[src/rtl/fpu_result_buffer.sv]
// fpu_result_buffer: in-order result buffer with sticky IEEE flags and trap request; FPU_RESBUF_SKID_EN selects depth 2 (registered in_ready) over depth 1
module fpu_result_buffer (
  input  logic        clk,
  input  logic        rst,
  input  logic        in_valid,
  output logic        in_ready,
  input  logic [63:0] fp_in,
  input  logic        db_in,
  input  logic [4:0]  ieee_in,
  output logic        out_valid,
  input  logic        out_ready,
  output logic [63:0] fp_out,
  output logic        db_out,
  output logic [4:0]  ieee_out,
  input  logic [4:0]  trap_en,
  output logic        trap_req,
  output logic [4:0]  trap_flags,
  input  logic        trap_ack,
  input  logic        clr_sticky,
  output logic [4:0]  sticky
);
  typedef enum logic {RUN, TRAP} state_t;
  state_t      state_q, state_d;
  logic [69:0] head_q, head_d;
  logic [1:0]  count_q, count_d;
  logic [4:0]  sticky_q, sticky_d, trap_flags_q, trap_flags_d;
  logic        push, pop, trap_hit;
  assign out_valid = (count_q != 2'd0) & (state_q == RUN);
  assign {fp_out, db_out, ieee_out} = head_q;
  assign pop = out_valid & out_ready;
  assign push = in_valid & in_ready;
  assign trap_hit = pop & (|(ieee_out & trap_en));
  assign trap_req = state_q == TRAP;
  assign trap_flags = trap_flags_q;
  assign sticky = sticky_q;
`ifdef FPU_RESBUF_SKID_EN
  logic [69:0] tail_q, tail_d;
  assign in_ready = count_q < 2'd2;
  // head takes the input when it would be empty, else advances from the tail on pop
  always_comb begin
    head_d = (push & ((count_q == 2'd0) | (pop & count_q == 2'd1))) ? {fp_in, db_in, ieee_in} :
             (pop & count_q == 2'd2) ? tail_q : head_q;
    tail_d = (push & !pop & count_q == 2'd1) ? {fp_in, db_in, ieee_in} : tail_q;
  end
  // second slot storage
  always_ff @(posedge clk) begin
    if (rst) tail_q <= '0;
    else tail_q <= tail_d;
  end
`else
  assign in_ready = (count_q == 2'd0) | pop;
  // single slot refills whenever an accept happens
  always_comb begin
    head_d = push ? {fp_in, db_in, ieee_in} : head_q;
  end
`endif
  // occupancy, trap FSM and sticky flag next-state
  always_comb begin
    count_d = count_q + {1'b0, push} - {1'b0, pop};
    state_d = trap_hit ? TRAP : (state_q == TRAP & trap_ack) ? RUN : state_q;
    trap_flags_d = trap_hit ? (ieee_out & trap_en) : trap_flags_q;
    sticky_d = (clr_sticky ? 5'd0 : sticky_q) | (pop ? ieee_out : 5'd0);
  end
  // state registers
  always_ff @(posedge clk) begin
    if (rst) begin
      state_q <= RUN;
      head_q <= '0;
      count_q <= '0;
      sticky_q <= '0;
      trap_flags_q <= '0;
    end else begin
      state_q <= state_d;
      head_q <= head_d;
      count_q <= count_d;
      sticky_q <= sticky_d;
      trap_flags_q <= trap_flags_d;
    end
  end
endmodule

[config.mk]
export PLATFORM = sky130hd
export DESIGN_NAME = fpu_result_buffer
export DESIGN_NICKNAME = d
export VERILOG_FILES = /design/src/rtl/fpu_result_buffer.sv
export SDC_FILE = /design/constraint.sdc
export NUM_CORES = 1
export LEC_CHECK = 0
export ABC_AREA = 1
export ABC_CLOCK_PERIOD_IN_PS = 1900
export BUFFER_PORTS_ARGS = -buffer_cell sky130_fd_sc_hd__buf_4
export CORE_MARGIN = 3
export CORE_UTILIZATION = 35
export DETAILED_ROUTE_END_ITERATION = 16
export PLACE_DENSITY = 0.65
export SYNTH_ARGS = -nofsm -noshare
export SYNTH_HDL_FRONTEND = slang
export SYNTH_SLANG_ARGS = --single-unit
[constraint.sdc]
create_clock -name clk -period 1.9 [get_ports clk]
set_input_delay 0.095 -clock clk [delete_from_list [all_inputs] [get_ports clk]]
set_output_delay 0.095 -clock clk [all_outputs]
set_load 0.02 [all_outputs]
# Word level (Yosys, flattened, before mapping)
# Index checks and enable logic that the tools add are counted.
# Widths: inputs -> output; s select.
[op_classes]
n_bitwise = 9
addsub = 2
mux = 4
reduce_logical = 4
[op_table]
columns = ["op", "n"]
rows = [
  ["$mux 5", 2],
  ["$and 1x1->1", 5],
  ["$and 5x5->5", 1],
  ["$or 5x5->5", 1],
  ["$reduce_or 5->1", 1],
  ["$reduce_bool 2->1", 2],
  ["$add 2x1->2", 1],
  ["$logic_not 2->1", 1],
  ["$mux 1", 2],
  ["$sub 2x1->2", 1],
  ["$not 1->1", 1],
  ["$or 1x1->1", 1],
]
[totals]
inputBits = 81
ff_bits = 83
out_inout_bits = 83

# Depth between registers and ports, before layout
# Gate-level depths: netlist of run 1.
[logic_depth]
depth_word = 7
depth_mapped = 13

# Worst setup path before layout of run 1
# No wires, ideal clock.
[synth_timing]
path_type = "register -> register"
startpoint = "register state_q, in the netlist trap_req"
endpoint = "register count_q[1]"
path_slack_ns = -0.034
path_stages_with_launch = 13
arrival_time_ns = 1.814
setup_ns = 0.121
synth_period_minus_slack_ns = 1.934
path_buffers = 2
path_cell_list = "dfxtp_1 > inv_1 > nand3_2 > nand2_2 > buf_6 > buf_6 > nand2_1 > ha_1 > inv_1 > ha_1 > xnor2_1 > o21ai_0 > a21oi_1"
[synth_via]
elab_chain_cells = 7
[synth_lines]
columns = ["item", "line", "text"]
rows = [
  ["from (decl)", "23", "state_t state_q, state_d;"],
  ["from (signal assigned)", "73", "state_q <= state_d;"],
  ["$not 1->1", "28", "assign out_valid = (count_q != 2'd0) & (state_q == RUN);"],
  ["$and 1x1->1", "28", ""],
  ["$and 1x1->1", "30", "assign pop = out_valid & out_ready;"],
  ["$or 1x1->1", "51", "assign in_ready = (count_q == 2'd0) | pop;"],
  ["net in_ready", "6", "output logic in_ready,"],
  ["$and 1x1->1", "31", "assign push = in_valid & in_ready;"],
  ["$add 2x1->2", "59", "count_d = count_q + {1'b0, push} - {1'b0, pop};"],
  ["$sub 2x1->2", "59", ""],
  ["to (signal assigned)", "75", "count_q <= count_d;"],
  ["to (decl)", "25", "logic [1:0] count_q, count_d;"],
]
# The timed path passes the listed nets, and every way through them passes these cells.
# A chain may end at the register's enable or synchronous reset.

# Final worst setup path of run 1
[layout_timing]
startpoint = "register count_q[0]"
endpoint = "output in_ready"
[layout_via]
elab_chain_cells = 4
elab_cells_between_ends = 5
cone_classes = "3 x bitwise; 2 x reduce/logical"
[layout_lines]
columns = ["item", "line"]
rows = [
  ["$reduce_bool 2->1", "28"],
  ["$and 1x1->1", "28"],
  ["$and 1x1->1", "30"],
  ["$or 1x1->1 *", "51"],
  ["to (decl)", "6"],
]
# Every way passes the cells marked *; elsewhere a longest branch is shown, timed or not.

==> run summary, run 1 <==
total wirelength of the detailed-routed design -> 9436 um
Synth area leader -> sky130_fd_sc_hd__dfxtp_1
Mapped Area -> 0.003721 mm2
total of max-cap violations -> 0
final antenna-violating net count -> 0
IO buf count -> 163
Layout Skew -> 2.840 ps
clock insertion delay at the later pin of the skew report -> 330 ps
startpoint of the worst-slack reg-to-reg timing path -> count_q[0]
share of Yosys cell area claimed by the top area cell type -> 44.65%
via count of the first global-routing pass -> 3242
synthesized netlist cell count -> 547
Post-synth EDFFs -> 0
Post-synth ARST share -> 0%
arrival time at the worst endpoint -> 1710 ps
area of combinational cells with multiple inputs -> 0.001528 mm2
final slew viol count -> 0
element type at the critical path end -> primary output
number of warnings reported in the yosys synthesis log -> 0
final hold vios -> 0
smallest setup slack after layout -> 98.82 ps
flip-flop and latch count after synthesis -> 83
post-route clock period utilization -> 94.80%
mean instance size in the synthesized netlist -> 6.803 um2
combined global-route utilization of all metal layers -> 15.18%
flop-to-flop setup slack -> 140 ps
DRT iter0 DRCs -> 171
final worst path period need -> 1801 ps
syn_nets -> 630
pin count of the biggest net entering global routing -> 142
detailed-route wire length per cell -> 11.44 um
DIE AREA -> 0.01191 mm2
placer's final routability congestion estimate -> 0.7722
number of setup buffers added after CTS -> 0
CTS tree -> built
Clock Tree Root -> sky130_fd_sc_hd__clkbuf_8
peak supply drop -> 0.8159 mV
crit path to -> in_ready
initial standard-cell utilization of the core -> 36.04%
number of buffers created by CTS -> 9
status -> finished clean
Power Total -> 0.007128 W
Crit. Startpoint -> count_q[0]
highest achievable clock rate -> 555.2 MHz
worst setup path class -> reg -> out
top cells by area, synth -> sky130_fd_sc_hd__dfxtp_1, sky130_fd_sc_hd__a21oi_1, sky130_fd_sc_hd__nand3_1
min-delay worst type -> in -> reg
Required @ worst endpoint -> 1800 ps
Sequential cell area -> 0.001663 mm2
Antenna Diode Count -> 0
layout cells sized above 1 -> 27.58%
highest fanout seen on the critical path -> 141
global-route wire length before repair -> 14550 um
ranking of synthesized cells by instance count -> sky130_fd_sc_hd__nand2_1, sky130_fd_sc_hd__nor2_1, sky130_fd_sc_hd__dfxtp_1
Tightest Pin Transition -> 570.9 ps
worst slack at placement -> 107.7 ps
Hold Path Cell Cnt -> 4
Critical Path Source Type -> flop
area growth from synthesis to final layout -> 39.24%
Finish-stage setup viols -> 0
total clock sinks -> 83
clk buf depth -> 2
first-pass iteration count of the detailed router -> 4
H-tree levels -> 3
CTS clock-pin slew for the worst setup and hold paths -> 80 ps
number of distinct library cells after synthesis -> 18
DP HPWL -> 6451 um
headroom to the max-slew limit -> 61.94%
Horiz. Die Dim -> 109.1 um
cell row count -> 37
initial antenna violation count -> 0
Placeable Area -> 0.01032 mm2
primary flip-flop cell chosen by synthesis mapping -> sky130_fd_sc_hd__dfxtp_1
total power divided by cell area -> 1376 mW/mm2
Die Ht -> 109.1 um
worst r2r path cells -> 11
most frequent cell after synthesis -> sky130_fd_sc_hd__nand2_1
nets -> 769
ports placed on the boundary -> 164
count of unresolved DRC violations after routing -> 0
vias after detailed routing -> 3745
average via count per standard cell -> 4.539
leakage power figure -> 2.784 nW
sequential-to-total area share from yosys stat -> 44.65%
critical register-to-register path endpoint -> count_q[1]
setup repair after global routing missed its margin -> yes
Hold Startpoint -> trap_ack
total congestion overflow -> 0
total of fill cells in the finished design -> 1024
metrics by stage:
step           util, %  TNS (ps)  hold slack (ps)  std cells  area [um2]
3_5_place_dp     47.97         0            340.5        810        4952
2_1_floorplan        -         0            284.7        547        3726
4_1_cts          50.08         0            11.03        825        5170
3_3_place_gp     47.97         0            333.4        810        4952
6_report         50.19         0            30.08        825        5181
5_1_grt          50.19    -35.03            27.93        825        5181
registers in the layout (all words and copies together), names as in the netlist:
signal and flops:
head_q 70, trap_req 1, count_q 2, trap_flags 5, sticky 5
cells by family (layout without fill, tap and decap cells):
| logic type | after synthesis | count (layout) | share of synthesized area [%] |
|---|---|---|---|
| DFF | 83 | 83 | 44.65 |
| adders and majority gates | 2 | 2 | 0.6724 |
| buffers and inverters | 121 | 263 | 14.63 |
| AOI/OAI and AO/OA | 77 | 77 | 10.36 |
| xor gates and xnor gates | 1 | 1 | 0.2354 |
| and+or+nand+nor | 263 | 263 | 29.46 |
layout make-up:
class,instances,area share (%)
clock buffers,12,3.188
repair buffers,169,25.48
inverters,80,5.796
multi-input cells,343,29.49
well taps,136,3.284
clock inverters,2,0.6762
flip-flops and latches,83,32.09
worst max-delay path, stage by stage, from the launching register on:
cell and delay [ps]:
sky130_fd_sc_hd__dfxtp_1 380, sky130_fd_sc_hd__inv_2 40, sky130_fd_sc_hd__nand2_2 100, sky130_fd_sc_hd__nand3_2 120, sky130_fd_sc_hd__nand2_4 110, sky130_fd_sc_hd__buf_16 390, sky130_fd_sc_hd__buf_6 190
timing repair:
action | 4_1_cts | 5_1_grt
hold buffers | 1 | 0
gates cloned | 0 | 0
resized for setup | 1 | 3
hold endpoints to repair | 7 | 0
setup endpoints to repair | 1 | 2
layout by cell type (no fill, tap or decap):
cell / Yosys / final
sky130_fd_sc_hd__a21oi_1: 76 / 76
sky130_fd_sc_hd__buf_12: 0 / 2
sky130_fd_sc_hd__buf_16: 0 / 1
sky130_fd_sc_hd__buf_4: 1 / 164
sky130_fd_sc_hd__buf_6: 9 / 1
sky130_fd_sc_hd__bufinv_16: 0 / 1
sky130_fd_sc_hd__clkbuf_8: 0 / 12
sky130_fd_sc_hd__clkinv_2: 0 / 1
sky130_fd_sc_hd__dfxtp_1: 83 / 82
sky130_fd_sc_hd__dfxtp_2: 0 / 1
sky130_fd_sc_hd__dlygate4sd3_1: 0 / 1
sky130_fd_sc_hd__ha_1: 2 / 2
sky130_fd_sc_hd__inv_1: 78 / 77
sky130_fd_sc_hd__inv_2: 2 / 3
sky130_fd_sc_hd__nand2_1: 94 / 94
sky130_fd_sc_hd__nand2_2: 2 / 1
sky130_fd_sc_hd__nand2_4: 0 / 1
sky130_fd_sc_hd__nand3_1: 76 / 76
sky130_fd_sc_hd__nand3_2: 1 / 1
sky130_fd_sc_hd__nand4_1: 1 / 1
sky130_fd_sc_hd__nor2_1: 89 / 89
sky130_fd_sc_hd__o21ai_1: 0 / 1
sky130_fd_sc_hd__xnor2_2: 0 / 1
report_power, final:
part | total (W) | switching (W) | leakage [nW] | internal, W
Sequential | 0.00249 | 0.000277 | 0.687 | 0.00221
Combinational | 0.00335 | 0.00201 | 1.99 | 0.00134
Clock | 0.00129 | 0.000591 | 0.104 | 0.000700
Total | 0.00713 | 0.00288 | 2.78 | 0.00425
worst min-delay path by stage:
stage,to,slack [ps]
floorplan,trap_req,280
global placement,trap_req,330
detailed placement,trap_req,340
CTS,trap_req,10
global route,trap_req,30
finish,trap_req,30
per-layer routing:
| metal | up-vias | GRT usage, % | wire, um |
|---|---|---|---|
| li1 | 1970 | - | - |
| met4 | 0 | 5.861 | 132 |
| met2 | 96 | 25.83 | 4464 |
| met5 | - | 0 | 0 |
| met3 | 10 | 3.908 | 699 |
| met1 | 1669 | 18.28 | 4139 |
Power figures use the tool's default switching activity.
==> run 2: changes to the inputs <==
RECOVER_POWER = 25   (was default)
==> run 2 against run 1 <==
Compared with the run above:
- flip-flop and latch count stayed put
- total power shrank 2.5%
- cell count did not move
- global-route usage stayed put
- critical path type unchanged
==> run summary, run 2 (synthesis gave the netlist of run 1 again) <==
status -> finished clean
Placeable Area -> 0.01032 mm2 (unchanged)
layout cells sized above 1 -> 21.63% (-6.0 points)
Critical Path Source Type -> flop
cell row count -> 37 (unchanged)
combined global-route utilization of all metal layers -> 15.18% (unchanged)
first-pass iteration count of the detailed router -> 4 (unchanged)
number of flip-flops in the largest register -> 70 (unchanged)
min-delay worst type -> in -> reg
peak supply drop -> 0.8147 mV (-0.15%)
area growth from synthesis to final layout -> 35.17%
most frequent cells in the layout -> sky130_fd_sc_hd__buf_4, sky130_fd_sc_hd__nand2_1, sky130_fd_sc_hd__nor2_1, sky130_fd_sc_hd__dfxtp_1, sky130_fd_sc_hd__inv_1
Layout Skew -> 2.722 ps (-0.1178 ps)
arrival time at the worst endpoint -> 1690 ps (-20 ps)
vias after detailed routing -> 3743 (-0.053%)
post-route clock period utilization -> 93.71% (-1.1 points)
via count of the first global-routing pass -> 3242 (unchanged)
initial antenna violation count -> 0 (unchanged)
final std cell area, no fill -> 0.005030 mm2 (-2.9%)
initial standard-cell utilization of the core -> 36.04% (unchanged)
Required @ worst endpoint -> 1800 ps (about the same)
Horiz. Die Dim -> 109.1 um (unchanged)
element type at the critical path end -> primary output
number of standard cells in the layout, taps in and fillers out -> 825 (unchanged)
highest fanout seen on the critical path -> 141 (unchanged)
pin count of the biggest net entering global routing -> 142 (unchanged)
final worst path period need -> 1781 ps (-20.66 ps)
Clock Tree Root -> sky130_fd_sc_hd__clkbuf_8
instance area at placement -> 0.004952 mm2 (unchanged)
total of max-cap violations -> 0 (unchanged)
total congestion overflow -> 0 (unchanged)
DP HPWL -> 6451 um (unchanged)
count of unresolved DRC violations after routing -> 0 (unchanged)
final slew viol count -> 0 (unchanged)
Power Total -> 0.006949 W (-2.5%)
final hold vios -> 0 (unchanged)
CTS tree -> built
most flop-heavy register -> head_q
number of setup buffers added after CTS -> 0 (unchanged)
DP Cell Count -> 810 (unchanged)
worst setup path class -> reg -> out
IO buf count -> 163 (unchanged)
Tightest Pin Transition -> 564.7 ps (-6.191 ps)
H-tree levels -> 3 (unchanged)
ports placed on the boundary -> 164 (unchanged)
headroom to the max-slew limit -> 62.35% (+0.41 points)
number of buffers created by CTS -> 9 (unchanged)
total clock sinks -> 83 (unchanged)
DRT iter0 DRCs -> 163 (-4.7%)
total wirelength of the detailed-routed design -> 9450 um (+0.15%)
nets -> 769 (unchanged)
final antenna-violating net count -> 0 (unchanged)
total of fill cells in the finished design -> 1072 (+4.7%)
clock insertion delay at the later pin of the skew report -> 330 ps (about the same)
CTS clock-pin slew for the worst setup and hold paths -> 80 ps (about the same)
most common cell after layout, fill and taps aside -> sky130_fd_sc_hd__buf_4
leakage power figure -> 2.622 nW (-5.8%)
average via count per standard cell -> 4.537 (about the same)
Antenna Diode Count -> 0 (unchanged)
setup repair after global routing missed its margin -> yes
global-route wire length before repair -> 14550 um (unchanged)
detailed-route wire length per cell -> 11.45 um (+0.15%)
placer's final routability congestion estimate -> 0.7722 (unchanged)
Die Ht -> 109.1 um (unchanged)
DIE AREA -> 0.01191 mm2 (unchanged)
clk buf depth -> 2 (unchanged)
highest achievable clock rate -> 561.6 MHz (+1.2%)
worst hold slack across all endpoints -> 37.36 ps (+7.280 ps)
aggregate negative setup slack -> 0 ps (unchanged)
Finish-stage setup viols -> 0 (unchanged)
total power divided by cell area -> 1381 mW/mm2 (+0.41%)
## run 2: cell count changes in the layout (fill, tap and decap cells not counted), sizes merged
cell    delta
clkbuf    +40
buf       -40
## run 2: what timing repair did
item / in CTS / in global routing
endpoints found under the setup margin: 1 / 2
hold buffers: 1 / 0
hold endpoints to repair: 7 / 0
gates resized for setup: 1 / 3
## run 2: where the power goes
part,switching [W],internal (W),total [W]
Sequential,0.000272,0.00221,0.00248
Combinational,0.00202,0.00116,0.00318
Clock,0.000590,0.000700,0.00129
Total,0.00288,0.00407,0.00695
## run 2: routing by layer
metal  global-route usage, %  wire, um  vias up
li1                        -         -     1967
met1                   18.28      4155     1657
met2                   25.83      4437      109
met3                   3.908       723       10
met4                   5.861       132        0
met5                       0         0        -
## run 2: layout make-up
cell class / instances / area [um2] / share of cell area, %
Clock buffer: 12 / 165.2 / 3.284
Clock inverter: 2 / 35.03 / 0.6965
Inverter: 80 / 300.3 / 5.970
Multi-Input combinational cell: 343 / 1528 / 30.37
Sequential cell: 83 / 1662 / 33.03
Tap cell: 136 / 170.2 / 3.383
Timing Repair Buffer: 169 / 1170 / 23.26
## run 2: critical path: stages (launching register included)
cell,delay (ps)
sky130_fd_sc_hd__dfxtp_1,380
sky130_fd_sc_hd__inv_2,40
sky130_fd_sc_hd__nand2_2,100
sky130_fd_sc_hd__nand3_2,120
sky130_fd_sc_hd__nand2_4,110
sky130_fd_sc_hd__buf_16,390
sky130_fd_sc_hd__buf_6,190
## run 2: worst paths after layout
check             depth (start not counted)          to       start  slack [ps]
setup / recovery                          6    in_ready  count_q[0]         120
hold / removal                            4    trap_req    trap_ack          40
setup reg to reg                         11  count_q[1]  count_q[0]         140
hold reg to reg                           2   sticky[0]   sticky[0]         470
## run 2: per-stage QoR
stage	setup WS, ps	util, %
detailed placement	107.7	47.97
CTS	26.69	50.08
global placement	256.1	47.97
finish	119.5	48.72
global route	-35.03	48.72
floorplan	5.248	-
